<file path="src/rtl/fetch_stage_pkg.sv">
// Shared CPU definitions for the fetch stage and its consumers in ID:
// reset/exception addresses, the NOP encoding and the IF/ID bundle.
package fetch_stage_pkg;

    localparam logic [31:0] RESET_PC_DEFAULT   = 32'hBFC0_0000;
    localparam logic [31:0] EXC_VECTOR_DEFAULT = 32'hBFC0_0380;
    localparam logic [31:0] NOP_WORD           = 32'h0000_0000;

    typedef struct packed {
        logic        valid;
        logic [31:0] pc;
        logic [31:0] inst;
        logic        adel;
    } if_id_t;

endpackage

</file>
<file path="src/rtl/if_id_reg.sv">
// IF/ID pipeline register: flush clears the slot even under stall, stall holds it,
// otherwise it captures the fetched word (NOP-ed and tagged when the PC is misaligned).
module if_id_reg
    import fetch_stage_pkg::*;
(
    input  logic        clk,
    input  logic        reset,
    input  logic        stall,
    input  logic        flush,
    input  logic        if_valid,
    input  logic [31:0] if_pc,
    input  logic [31:0] if_rdata,
    output if_id_t      id
);

    logic aligned;

    assign aligned = (if_pc[1:0] == 2'b00);

    always_ff @(posedge clk) begin
        if (reset) begin
            id.valid <= 1'b0;
            id.pc    <= 32'h0;
            id.inst  <= NOP_WORD;
            id.adel  <= 1'b0;
        end else if (flush) begin
            // PC is left as-is; a flushed slot is invalid so its PC is never consumed
            id.valid <= 1'b0;
            id.inst  <= NOP_WORD;
            id.adel  <= 1'b0;
        end else if (!stall) begin
            id.valid <= if_valid;
            id.pc    <= if_pc;
            id.adel  <= if_valid & ~aligned;
            id.inst  <= (if_valid & aligned) ? if_rdata : NOP_WORD;
        end
    end

endmodule

</file>
<file path="src/rtl/fetch_stage.sv">
// MIPS instruction-fetch stage: owns the PC, picks the next fetch address,
// drives the synchronous instruction SRAM and feeds the IF/ID register.
module fetch_stage
    import fetch_stage_pkg::*;
#(
    parameter logic [31:0] RESET_PC   = RESET_PC_DEFAULT,
    parameter logic [31:0] EXC_VECTOR = EXC_VECTOR_DEFAULT
) (
    input  logic        clk,
    input  logic        reset,
    input  logic        stall,
    input  logic        br_taken,
    input  logic [31:0] br_target,
    input  logic        exc_flush,
    input  logic        eret_flush,
    input  logic [31:0] epc,
    output logic        inst_sram_en,
    output logic [3:0]  inst_sram_wen,
    output logic [31:0] inst_sram_addr,
    output logic [31:0] inst_sram_wdata,
    input  logic [31:0] inst_sram_rdata,
    output logic        id_valid,
    output logic [31:0] id_pc,
    output logic [31:0] id_inst,
    output logic        id_adel
);

    logic [31:0] pc;
    logic [31:0] nxt_pc;
    logic        if_valid;
    if_id_t      id_q;

    // Stalling re-requests pc so the SRAM keeps returning the held word;
    // a branch under stall waits because ID keeps br_taken asserted.
    always_comb begin
        nxt_pc = pc + 32'd4;
        if (exc_flush)       nxt_pc = EXC_VECTOR;
        else if (eret_flush) nxt_pc = epc;
        else if (stall)      nxt_pc = pc;
        else if (br_taken)   nxt_pc = br_target;
    end

    always_ff @(posedge clk) begin
        if (reset) begin
            pc       <= RESET_PC - 32'd4;
            if_valid <= 1'b0;
        end else begin
            pc       <= nxt_pc;
            if_valid <= 1'b1;
        end
    end

    assign inst_sram_en    = ~reset;
    assign inst_sram_wen   = 4'b0000;
    assign inst_sram_addr  = {nxt_pc[31:2], 2'b00};
    assign inst_sram_wdata = 32'h0;

    if_id_reg u_if_id_reg (
        .clk      (clk),
        .reset    (reset),
        .stall    (stall),
        .flush    (exc_flush | eret_flush),
        .if_valid (if_valid),
        .if_pc    (pc),
        .if_rdata (inst_sram_rdata),
        .id       (id_q)
    );

    assign id_valid = id_q.valid;
    assign id_pc    = id_q.pc;
    assign id_inst  = id_q.inst;
    assign id_adel  = id_q.adel;

endmodule

</file>
<file path="config.mk">
export PLATFORM = sky130hd
export DESIGN_NAME = fetch_stage
export DESIGN_NICKNAME = d
export VERILOG_FILES = /design/src/rtl/fetch_stage_pkg.sv /design/src/rtl/if_id_reg.sv /design/src/rtl/fetch_stage.sv
export SDC_FILE = /design/constraint.sdc
export NUM_CORES = 1
export LEC_CHECK = 0
export CAP_MARGIN = 0
export CORE_MARGIN = 2
export CORE_UTILIZATION = 42
export DETAILED_ROUTE_END_ITERATION = 8
export HOLD_SLACK_MARGIN = 0.08
export PLACE_DENSITY = 0.85
export REMOVE_ABC_BUFFERS = 1
export SETUP_SLACK_MARGIN = 0.1
export SLEW_MARGIN = 20
export SYNTH_ARGS = -nofsm -noshare
export SYNTH_HDL_FRONTEND = slang
export SYNTH_SLANG_ARGS = --single-unit
</file>
<file path="constraint.sdc">
create_clock -name clk -period 2.4 [get_ports clk]
set_clock_uncertainty 0.1 [all_clocks]
set_input_delay 0.24 -clock clk [delete_from_list [all_inputs] [get_ports clk]]
set_output_delay 0.24 -clock clk [all_outputs]
set_load 0.01 [all_outputs]
</file>
==> run metrics <==
Max H-tree Level 3; starting utilization of the core area 42.8%; chip height 114 um; CTS tree built; RSZ-0062 raised after global routing true; violated checks negative setup slack; main combinational cell family by area after synthesis simple AND/OR/NAND/NOR gates; Post-Synthesis Cell Area 5120 sq um; cell taking the most area after synthesis dfxtp_1; largest cells by area after synthesis dfxtp_1 (39%), nand2_1 (7.3%), buf_4 (6.0%); Hold/Removal Path Class in -> reg; Util after Layout 71.0%; Post-Syn Instances 660; peak supply drop 0.000363 V; leak pwr 3.37 nW; most numerous cell in the Yosys netlist nand2_1; vias per cell 5.66; CP endpoint kind output pin; ys flop type dfxtp_1; Final Hold Viols 0; final setup vio count 2; Distinct cells, synth 62; post-synthesis mux area share 0.978%; drt drc 0; Synth Area in XOR/XNOR 2.40%; P&R area growth vs syn 66.0%; Post-Synth Simple-Gate Area 25.5%; final wirelength 20.6 mm; R2R depth 10; count of cells along the worst hold path 2; Die X 114 um; Yosys reg bits 99; number of enable-type register cells in the synthesized netlist 0; pin count of the biggest net entering global routing 41; Slew Limit Fails 0; hold_buf cts 0; Placement Rows 40; async set-reset flop share out of synthesis 0%; initial antenna violation count 2; hold wc startpoint reset; Detailed Route Iter0 Violations 587; cts bufs inserted 9; DR vias 6163; Final Instance Count excl. Fillers 1088; Avg WL per Cell 18.9 um; critical path fanouts, max 3; fin nets 1038; post-place setup slack -0.380 ns; Worst R2R Start pc[3]$_SDFF_PP1_; vias in the first global route 6019; FMAX 404 MHz; die area 13100 sq um; max-capacitance violation count 0; Congestion Overflow GR 0; PwrDens 516 nW/um^2; Worst slew margin 62.2%; Hold EP u_if_id_reg.id[42]$_SDFFE_PP0P_; most frequent cells after synthesis nand2_1 (100), dfxtp_1 (99), nor2_1 (63); num ports 237; CP Data Arrival Time 2.14 ns; CP startpoint kind register; Critical Setup Path Class reg -> out; Core Area 12000 sq um; Setup Total Neg Slack -0.100 ns; CP Data Required Time 2.06 ns; Tightest Pin Transition 0.552 ns; r2r setup slk 0.28 ns; Inst Count DP 1044; port bufs 198; antenna-violating nets left 0; Clock Tree Root clkbuf_16; first-pass GRT wire length 30.2 mm; clock latency on the worst-skew pair 0.35 ns; Adder-Cell Fraction of Synth Area 0.245%; HPWL Detailed 13.4 mm; clock buffer depth 2; Clock Sinks 99; gpl congestion 0.920; Pre-antenna DRT Iters 5; ratio of cells with drive above 1 in the final layout 26.4%; layout filler cell count 863; clock slew at reported path FFs 0.07 ns; register area share after synthesis 38.7%; r2r endpoint pc[13]$_SDFF_PP1_; Yosys Warn Count 0; all-layer global routing usage 29.2%; clock period minus worst slack 2.48 ns; top-area cell type share of the netlist area 38.7%; Compound-Gate Fraction of Synth Area 21.1%; synthesized area per cell 7.75 sq um; final setup margin -0.0760 ns; status complete, but fails checks; fin crit share 103%
## cells by family after synthesis
logic type,after synthesis
mux,5
compound gates,167
simple gates,271
other cells,1
xor+xnor,14
fa+ha+maj,1
flops,99
buf+inv,102
## area by class of cell
type	instances	area, sq um	share of cell area (%)
Antenna cell	1	2.50	0.0295
Clock buffer	10	239	2.81
Clock inverter	6	72.6	0.854
Inverter	8	30.0	0.354
Multi-Input combinational cell	496	3070	36.2
Sequential cell	99	2010	23.6
Tap cell	147	184	2.17
Timing Repair Buffer	321	2890	34.0
## layer usage
layer  up-vias  GRT usage (%)  share of wire [%]
met5         -              0              0.063
met4         2           16.7                4.2
met3        83           5.82                8.6
met2       373           48.4                 49
met1      2904           35.4                 38
li1       2801              -                  -
## how the worst max path moves through the flow
stage	startpoint	cells past startpoint	slack, ns	to
global placement	br_taken	5	-0.34	inst_sram_addr[25]
finish	pc[2]$_SDFF_PP1_	7	-0.08	inst_sram_addr[16]
global route	pc[2]$_SDFF_PP1_	7	-0.10	inst_sram_addr[16]
floorplan	stall	5	-0.27	u_if_id_reg.id[10]$_SDFFE_PP0N_
CTS	pc[3]$_SDFF_PP1_	8	-0.04	inst_sram_addr[22]
detailed placement	br_taken	7	-0.38	inst_sram_addr[31]
## layout by cell type, fill, tap and decap left out, types with 5 or more instances in the layout
cell type	count
a21oi_1	53
inv_1	7
a211oi_1	5
nor2_1	61
o21ai_0	22
nand2b_1	7
o211ai_1	8
clkdlybuf4s50_1	164
nand3_1	8
buf_6	23
dfxtp_1	84
nand3_4	6
dfxtp_2	13
conb_1	38
clkbuf_16	9
o21ai_1	5
or2_2	6
or3_1	6
nand4_1	14
and4_4	6
xor2_1	7
buf_4	103
nor3_1	10
or2_1	9
nand2_1	99
a22oi_1	32
buf_2	21
dlygate4sd2_1	6
## state kept, by name (all words and copies together) (netlist names)
register / count
u_if_id_reg.id: 66
if_valid: 1
pc: 32
## report_power, final
group / switching (mW) / internal, mW
logic: 0.547 / 0.554
clock network: 0.666 / 0.848
registers: 0.0554 / 1.71
total: 1.27 / 3.11
## critical path, cell delays in order, from the launching register on
cell	delay [ns]
dfxtp_4	0.37
ha_4	0.14
and4_4	0.24
buf_12	0.11
and4_4	0.26
xnor2_2	0.08
a2111oi_2	0.38
buf_2	0.21
## per-stage QoR
stage / area, sq um / hold slack (ns) / total power, mW
2_1_floorplan: 4720 / 0.209 / 2.14
3_3_place_gp: 7610 / 0.343 / 2.72
3_5_place_dp: 7610 / 0.346 / 2.73
4_1_cts: 8210 / 0.188 / 4.28
5_1_grt: 8490 / 0.224 / 4.55
6_report: 8490 / 0.219 / 4.38
## timing repair
item                                    in CTS  in global routing
resized for setup                          166                 58
buffers inserted                            16                 12
cloned                                       0                  0
endpoints found under the setup margin      30                 26
pin swaps                                   28                 34
Power figures use the tool's default switching activity.
